**src/rtl/mod_updown_counter_if.sv**
```systemverilog
// Control and status bundle for mod_updown_counter.
// The master drives the controls; the counter is the slave.
interface mod_updown_counter_if #(
    parameter int WIDTH = 3
);
    logic             en;
    logic             up_dn;
    logic             sat;
    logic             load;
    logic [WIDTH-1:0] load_val;
    logic [WIDTH-1:0] counter_out;
    logic             tc;
    logic             ovf;

    modport master (
        output en, up_dn, sat, load, load_val,
        input  counter_out, tc, ovf
    );

    modport slave (
        input  en, up_dn, sat, load, load_val,
        output counter_out, tc, ovf
    );
endinterface

```
**src/rtl/mod_updown_counter.sv**
```systemverilog
// Modulo-N up/down counter with load, saturate/wrap, tc and ovf flags.
// Define COUNTER_PRESCALE_EN to step once per PRESCALE enabled cycles.
module mod_updown_counter #(
    parameter int WIDTH    = 3,
    parameter int MODULUS  = 2**WIDTH,
    parameter int PRESCALE = 4
) (
    input  logic                 clk,
    input  logic                 neg_reset,
    mod_updown_counter_if.slave  bus
);
    localparam logic [WIDTH:0]   MAX   = (WIDTH+1)'(MODULUS - 1);
    localparam logic [WIDTH-1:0] MAX_N = MAX[WIDTH-1:0];

    if (WIDTH < 1 || MODULUS < 2 || MODULUS > 2**WIDTH || PRESCALE < 1)
    begin : g_bad_param
        $error("mod_updown_counter: illegal parameter set");
    end

    logic [WIDTH-1:0] count;
    logic [WIDTH-1:0] count_nxt;
    logic             ovf_q;
    logic             ovf_nxt;
    logic [WIDTH:0]   count_w;
    logic [WIDTH:0]   load_w;
    logic             tick;
    logic             step;

    assign count_w = {1'b0, count};
    assign load_w  = {1'b0, bus.load_val};

`ifdef COUNTER_PRESCALE_EN
    localparam int            PW   = (PRESCALE > 1) ? $clog2(PRESCALE) : 1;
    localparam logic [PW-1:0] PMAX = PW'(PRESCALE - 1);

    logic [PW-1:0] presc;

    assign tick = (presc == PMAX);

    always_ff @(posedge clk) begin
        if (!neg_reset) begin
            presc <= '0;
        end else if (bus.load) begin
            presc <= '0;
        end else if (bus.en) begin
            presc <= tick ? '0 : presc + PW'(1);
        end
    end
`else
    assign tick = 1'b1;
`endif

    assign step = bus.en & tick;

    always_comb begin
        count_nxt = count;
        ovf_nxt   = 1'b0;
        if (bus.load) begin
            count_nxt = (load_w > MAX) ? MAX_N : bus.load_val;
        end else if (step) begin
            // Out-of-range state recovers toward the bound of travel
            if (count_w > MAX) begin
                count_nxt = bus.up_dn ? '0 : MAX_N;
            end else if (bus.up_dn) begin
                if (count_w == MAX) begin
                    count_nxt = bus.sat ? MAX_N : '0;
                    ovf_nxt   = ~bus.sat;
                end else begin
                    count_nxt = WIDTH'(count_w + (WIDTH+1)'(1));
                end
            end else begin
                if (count_w == '0) begin
                    count_nxt = bus.sat ? '0 : MAX_N;
                    ovf_nxt   = ~bus.sat;
                end else begin
                    count_nxt = WIDTH'(count_w - (WIDTH+1)'(1));
                end
            end
        end
    end

    always_ff @(posedge clk) begin
        if (!neg_reset) begin
            count <= '0;
            ovf_q <= 1'b0;
        end else begin
            count <= count_nxt;
            ovf_q <= ovf_nxt;
        end
    end

    assign bus.counter_out = count;
    assign bus.ovf         = ovf_q;
    assign bus.tc          = bus.up_dn ? (count_w == MAX) : (count_w == '0);
endmodule

```
**src/flat_wrapper.sv**
```systemverilog
// flat-port wrapper written by rule: the top's interface ports become plain ports
module mod_updown_counter_flat 
#(
    parameter int WIDTH    = 3,
    parameter int MODULUS  = 2**WIDTH,
    parameter int PRESCALE = 4
)
  (clk, neg_reset, bus_en, bus_up_dn, bus_sat, bus_load, bus_load_val, bus_counter_out, bus_tc, bus_ovf);
  mod_updown_counter_if #(.WIDTH(WIDTH)) bus_i ();
  input  logic clk;
  input  logic neg_reset;
  input wire logic [$bits(bus_i.en)-1:0] bus_en;
  input wire logic [$bits(bus_i.up_dn)-1:0] bus_up_dn;
  input wire logic [$bits(bus_i.sat)-1:0] bus_sat;
  input wire logic [$bits(bus_i.load)-1:0] bus_load;
  input wire logic [$bits(bus_i.load_val)-1:0] bus_load_val;
  output wire logic [$bits(bus_i.counter_out)-1:0] bus_counter_out;
  output wire logic [$bits(bus_i.tc)-1:0] bus_tc;
  output wire logic [$bits(bus_i.ovf)-1:0] bus_ovf;
  assign bus_i.en = bus_en;
  assign bus_i.up_dn = bus_up_dn;
  assign bus_i.sat = bus_sat;
  assign bus_i.load = bus_load;
  assign bus_i.load_val = bus_load_val;
  assign bus_counter_out = bus_i.counter_out;
  assign bus_tc = bus_i.tc;
  assign bus_ovf = bus_i.ovf;
  mod_updown_counter #(.WIDTH(WIDTH), .MODULUS(MODULUS), .PRESCALE(PRESCALE)) u_core (.clk(clk), .neg_reset(neg_reset), .bus(bus_i));
endmodule
```
**config.mk**
```make
export PLATFORM = sky130hd
export DESIGN_NAME = mod_updown_counter_flat
export DESIGN_NICKNAME = d
export VERILOG_FILES = /design/src/rtl/mod_updown_counter_if.sv /design/src/rtl/mod_updown_counter.sv /design/src/flat_wrapper.sv
export SDC_FILE = /design/constraint.sdc
export NUM_CORES = 1
export LEC_CHECK = 0
export BUFFER_PORTS_ARGS = -buffer_cell sky130_fd_sc_hd__buf_2
export CAP_MARGIN = 20
export CORE_AREA = 2 2 39 41
export DETAILED_ROUTE_END_ITERATION = 8
export DIE_AREA = 0 0 41 43
export SYNTH_ARGS = -nofsm -noshare
export SYNTH_HDL_FRONTEND = slang
export SYNTH_SLANG_ARGS = --single-unit
```
**constraint.sdc**
```tcl
create_clock -name clk -period 2 [get_ports clk]
set_input_delay 0.1 -clock clk [delete_from_list [all_inputs] [get_ports clk]]
set_output_delay 0.1 -clock clk [all_outputs]
set_load 0.005 [all_outputs]
```
==> reports/results.tsv, run 1 <==
stage	metric	value	unit
timing	slew_headroom	81.3	%
finish	nets	77	
global_route	grtUsageTotal	10.5	%
worst_setup_path	cp-start-kind	register	
timing	drv_slew	0	
run_status	status	complete, no violations	
global_route	grt_max_degree	11	
synthesis	async_flop_share	0	%
clocking	cts_buffer_depth	2	
synthesis	synth_edf_count	0	
drt	vias	390	
synthesis	synth_top_area_share	21.4	%
floorplan	die_y	43	um
clocking	cts_buffers	3	
placement	placed_cells	74	
drt	drt_iter0_markers	6	
synthesis	syn-num-nets	59	
drt	postRouteAntennaNets	0	
global_route	antenna_found_initial	0	
timing	final-setup-viol-count	0	
pwr	ir_drop	0.137	mV
clocking	path_clk_slew	0.03	ns
clocking	insertion_delay	0.23	ns
global_route	grt_pass1_vias	330	
timing	finClkSkew	0.000885	ns
finish	fillCellCount	151	
pwr	power_density	562	nW/um2
finish	utilization	35.0	%
drt	drt_first_pass_iters	4	
worst_setup_path	critPathMaxFanout	5	
clocking	cts_hold_buf	0	
floorplan	core	1380	um2
timing	fmax	609	MHz
finish	stdcell_count	77	
clocking	clock-root-buffer	clkbuf_4	
placement	port_buffers	13	
drt	routed_via_density	5.06	
clocking	cts_max_level	1	
worst_setup_path	end_kind	register	
min_path	hp-class	in -> reg	
placement	pre_cts_slack	0.380	ns
clocking	cts_tree	done	
timing	worst_pin_slew	0.277	ns
synthesis	yosysSeqAreaShare	21.4	%
worst_setup_path	crit_type	reg -> reg	
worst_setup_path	required	2.11	ns
clocking	clock-sinks	4	
clocking	post-cts-setup-buffer-count	0	
synthesis	ys_ff_latch	4	
synthesis	avgSynthCellArea	8.31	um2
synthesis	syn_inst	45	
timing	tns	0	ns
timing	fin_crit	1.64	ns
floorplan	start_util	27.0	%
floorplan	ios	14	
finish	antennaDiodeCount	0	
placement	dp_hpwl	688	um
synthesis	synth_top_area_cell	dfxtp_1	
timing	timing.final.hold_violations	0	
placement	place.gp.congestion	0.753	
timing	fin_crit_sh	82.1	%
drt	post_drt_wl_per_cell	10.7	um
run	maxCapViolCount	0	
drt	post-route-drc-count	0	
pwr	power.leakage	0.223	nW
floorplan	die-area	1760	um2
timing	timing.final.ws_setup	0.359	ns
floorplan	row_count	14	
synthesis	yosys_warnings	0	
synthesis	netlist_area	374	um2
synthesis	ys.flop_type	dfxtp_1	
drt	wl	822	um
worst_setup_path	worstPathArrival	1.75	ns
global_route	grt_pass1_wl	1290	um
synthesis	synth_cell_types	23	
finish	drive_gt1_share	31.1	%
finish	multi_input_area	274	um2
finish	areaGrowthSynthToFinish	29.4	%
finish	ff_latch_area	80.1	um2
synthesis	synth.most_common_cell	o21ai_0	
global_route	overflow	0	
clocking	post_cts_resized	0	
synthesis	synth_top_cells_by_area	dfxtp_1, ha_1, o21ai_0, mux2i_1, o21bai_4	
floorplan	fp.dieW	41	um
timing	rsz0062_at_grt	no	
synthesis	ys_top_cells_by_count	o21ai_0, ha_1, dfxtp_1, inv_1	
-- cell type report --
class / count / area share, %
Inverter: 4 / 3.10
Multi-Input combinational cell: 36 / 56.6
Tap cell: 16 / 4.13
Clock buffer: 3 / 4.65
Sequential cell: 4 / 16.5
Timing Repair Buffer: 14 / 15.0
-- state kept, by name, summed over array words and instances (netlist names) --
signal and count:
u_core.bus.counter_out 3, u_core.bus.ovf 1
-- per-stage QoR --
| stage | power, W | hold slack (ns) | area, um2 |
|---|---|---|---|
| 2_1_floorplan | 0.000146 | 0.177 | 374 |
| 3_3_place_gp | 0.000179 | 0.389 | 462 |
| 3_5_place_dp | 0.000179 | 0.385 | 462 |
| 4_1_cts | 0.000275 | 0.144 | 484 |
| 5_1_grt | 0.000295 | 0.166 | 484 |
| 6_report | 0.000272 | 0.149 | 484 |
-- logic make-up after synthesis --
kind of cell / Yosys count / share of synthesized area [%]
AOI/OAI and AO/OA: 18 / 32.8
and+or+nand+nor: 11 / 18.4
buffers and inverters: 5 / 5.35
adders and majority gates: 5 / 16.7
DFF: 4 / 21.4
muxes: 2 / 5.35
-- cells in the final DEF, fill, tap and decap left out, types with 2 or more instances in the layout --
| cell | netlist | final |
|---|---|---|
| buf_2 | 1 | 13 |
| o21ai_0 | 6 | 6 |
| ha_1 | 5 | 5 |
| inv_1 | 4 | 4 |
| dfxtp_1 | 4 | 4 |
| nand2_1 | 3 | 3 |
| a21oi_1 | 3 | 3 |
| clkbuf_4 | 0 | 3 |
| o21ai_1 | 2 | 2 |
| mux2i_1 | 2 | 2 |
| o211ai_1 | 2 | 2 |
-- final timing paths --
| path | slack, ns | start | to | cells after the start |
|---|---|---|---|---|
| worst min-delay path | 0.15 | neg_reset | u_core.bus.counter_out[0]$_SDFFE_PN0P_ | 3 |
| worst max-delay path | 0.36 | u_core.bus.counter_out[1]$_SDFFE_PN0P_ | u_core.bus.counter_out[1]$_SDFFE_PN0P_ | 6 |
| worst min register to register | 0.60 | u_core.bus.counter_out[1]$_SDFFE_PN0P_ | u_core.bus.counter_out[1]$_SDFFE_PN0P_ | 2 |
| worst max register to register | 0.36 | u_core.bus.counter_out[1]$_SDFFE_PN0P_ | u_core.bus.counter_out[1]$_SDFFE_PN0P_ | 6 |
-- worst max-delay path, cell delays in order (launching register included) --
cell and delay [ns]:
dfxtp_1 0.39, ha_1 0.20, ha_1 0.19, and4b_4 0.22
o21bai_4 0.17, o31ai_1 0.27, o21ai_1 0.08
-- report_power, final --
group / internal [W] / switching (W) / leakage [nW] / total (W)
Sequential: 0.0000860 / 0.00000743 / 0.0331 / 0.0000934
Combinational: 0.0000393 / 0.0000446 / 0.176 / 0.0000839
Clock: 0.0000668 / 0.0000278 / 0.0138 / 0.0000946
Total: 0.000192 / 0.0000799 / 0.223 / 0.000272
-- per-layer routing --
metal  GRT usage, %  share of wire, %  vias up
li1               -                 -      204
met1           13.1                48      177
met2           17.2                48        9
met3           1.57               3.0        0
met4           4.00                 0        0
met5              0                 0        -
No activity file was read; power rests on OpenSTA's default activity.
==> run 2, diff against run 1 <==
==> constraint.sdc (replaced) <==
create_clock -name clk -period 1.45 [get_ports clk]
set_input_delay 0.0725 -clock clk [delete_from_list [all_inputs] [get_ports clk]]
set_output_delay 0.0725 -clock clk [all_outputs]
set_load 0.005 [all_outputs]
==> run 2 against run 1 <==
Against the previous run:
- critical path depth unchanged
- worst hold slack worse by 0.047 ns
- cell area up 15%
- global-route usage up 1.1 points
- critical path type unchanged
==> reports/results.tsv, run 2 (synthesized netlist as in run 1, its figures left out) <==
stage	metric	value	unit	change
run_status	status	complete, no violations		
global_route	grt_pass1_vias	351		+6.4%
floorplan	ios	14		unchanged
worst_setup_path	path_depth	6		unchanged
clocking	cts_tree	done		
floorplan	fp.dieW	41	um	unchanged
finish	layout_common_cells	buf_2, o21ai_0, buf_4		
worst_setup_path	r2r_cells	6		unchanged
finish	utilization	40.2	%	+5.2 points
drt	postRouteAntennaNets	0		unchanged
drt	drt_first_pass_iters	4		unchanged
drt	drt_iter0_markers	15		+9
run	maxCapViolCount	0		unchanged
timing	final-setup-viol-count	0		unchanged
worst_setup_path	end_kind	register		
drt	vias	411		+5.4%
finish	areaGrowthSynthToFinish	48.8	%	
timing	tns	0	ns	unchanged
finish	stdcell_count	82		+6.5%
finish	nets	81		+5.2%
worst_setup_path	cp_num_buf_inv	0		unchanged
pwr	ir_drop	0.330	mV	+140%
timing	rsz0062_at_grt	yes		
pwr	power_density	769	nW/um2	+37%
clocking	cts_hold_buf	0		unchanged
worst_setup_path	worstPathArrival	1.60	ns	-0.15 ns
clocking	insertion_delay	0.24	ns	about the same
floorplan	row_count	14		unchanged
placement	port_buffers	13		unchanged
global_route	grt_pass1_wl	1450	um	+12%
clocking	clock-root-buffer	clkbuf_4		
global_route	antenna_found_initial	0		unchanged
clocking	cts_buffers	3		unchanged
placement	place.gp.congestion	0.773		+2.6%
timing	timing.final.hold_violations	0		unchanged
worst_setup_path	critPathSlowestCell	dfxtp_4		
global_route	overflow	0		unchanged
worst_setup_path	crit_start	u_core.bus.counter_out[0]$_SDFFE_PN0P_		
worst_setup_path	r2r_start	u_core.bus.counter_out[0]$_SDFFE_PN0P_		
worst_setup_path	r2r-end	u_core.bus.counter_out[2]$_SDFFE_PN0P_		
timing	fin_crit_sh	99.4	%	+17 points
timing	drv_slew	0		unchanged
worst_setup_path	critPathMaxFanout	4		-1
worst_setup_path	cpMostUsedCell	ha_4		
worst_setup_path	cp-start-kind	register		
worst_setup_path	path_cells	ha_4, ha_4, and4b_4, o21bai_4, o221ai_2, a21oi_1		
timing	fin_crit	1.44	ns	-0.201 ns
placement	dp_hpwl	726	um	+5.6%
finish	drive_gt1_share	45.5	%	+14 points
placement	placed_cells	77		+4.1%
worst_setup_path	crit_path_end	u_core.bus.counter_out[2]$_SDFFE_PN0P_		
floorplan	die-area	1760	um2	unchanged
worst_setup_path	required	1.61	ns	-0.50 ns
worst_setup_path	r2r_slack	0.009	ns	-0.35 ns
floorplan	core	1380	um2	unchanged
timing	finClkSkew	0.00625	ns	+0.00537 ns
worst_setup_path	crit_path_max_incr_delay	0.34	ns	-0.05 ns
drt	routed_via_density	5.01		-1.0%
clocking	cts_buffer_depth	2		unchanged
global_route	grt_max_degree	11		unchanged
global_route	grtUsageTotal	11.6	%	+1.1 points
pwr	power	0.000428	W	+57%
pwr	power.leakage	0.241	nW	+8.0%
clocking	clock-sinks	4		unchanged
worst_setup_path	crit_type	reg -> reg		
finish	antennaDiodeCount	0		unchanged
finish	layout_commonest_cell	buf_2		
drt	post_drt_wl_per_cell	11.5	um	+7.5%
min_path	hp-class	in -> reg		
drt	post-route-drc-count	0		unchanged
clocking	path_clk_slew	0.04	ns	about the same
timing	fmax	694	MHz	+14%
floorplan	die_y	43	um	unchanged
floorplan	start_util	27.0	%	unchanged
finish	largest_reg_flops	3		unchanged
clocking	cts_max_level	1		unchanged
worst_setup_path	crit_family	compound AO/OA/AOI/OAI gates		
timing	worst_pin_slew	0.285	ns	+0.00809 ns
timing	slew_headroom	80.7	%	-0.55 points
drt	wl	941	um	+14%
## run 2: cell types whose count changed in the layout (fill, tap and decap cells not counted), sizes merged
cell and change:
clkbuf +1, buf +4
## run 2: stage by stage
step / hold slack [ns] / cell area (um2) / setup slack [ns]
floorplan: 0.149 / 384 / 0.00424
global placement: 0.358 / 494 / -0.0377
detailed placement: 0.351 / 494 / -0.0503
CTS: 0.0946 / 557 / -0.00480
global route: 0.105 / 557 / -0.0736
finish: 0.103 / 557 / 0.00935
## run 2: worst min path at each step
stage                                              to      start  slack (ns)  cells past startpoint
6_report       u_core.bus.counter_out[0]$_SDFFE_PN0P_  neg_reset        0.10                      3
5_1_grt                     u_core.bus.ovf$_SDFF_PP0_    bus_sat        0.10                      2
3_3_place_gp   u_core.bus.counter_out[0]$_SDFFE_PN0P_  neg_reset        0.36                      3
2_1_floorplan               u_core.bus.ovf$_SDFF_PP0_    bus_sat        0.15                      1
3_5_place_dp   u_core.bus.counter_out[0]$_SDFFE_PN0P_  neg_reset        0.35                      3
4_1_cts        u_core.bus.counter_out[0]$_SDFFE_PN0P_  neg_reset        0.09                      3
## run 2: cell type report
class	count	area, um2
fill	136	827
tap	16	20.0
sequential	4	85.1
multi-input combinational	36	308
inverter	4	15.0
clock buffer	4	26.3
timing repair buffer	18	103
## run 2: where the power goes
part | switching, W | total [W] | internal [W]
logic | 0.0000755 | 0.000150 | 0.0000745
clock network | 0.0000479 | 0.000151 | 0.000103
registers | 0.00000778 | 0.000127 | 0.000119
## run 2: tightest hold or removal path: stages
cell and delay, ns:
buf_2 0.12, o21ai_0 0.07, a21oi_1 0.04
## run 2: what timing repair did
item	CTS	global route
endpoints found under the hold margin	0	0
setup endpoints to repair	4	5
pin swaps	7	3
setup buffers	1	0
gates resized for setup	5	1
## run 2: routing by layer
metal	GRT usage (%)	vias to the layer above	wire [um]
li1	-	212	-
met1	16.0	184	431
met2	17.8	15	436
met3	3.14	0	73
met4	2.00	0	0
met5	0	-	0
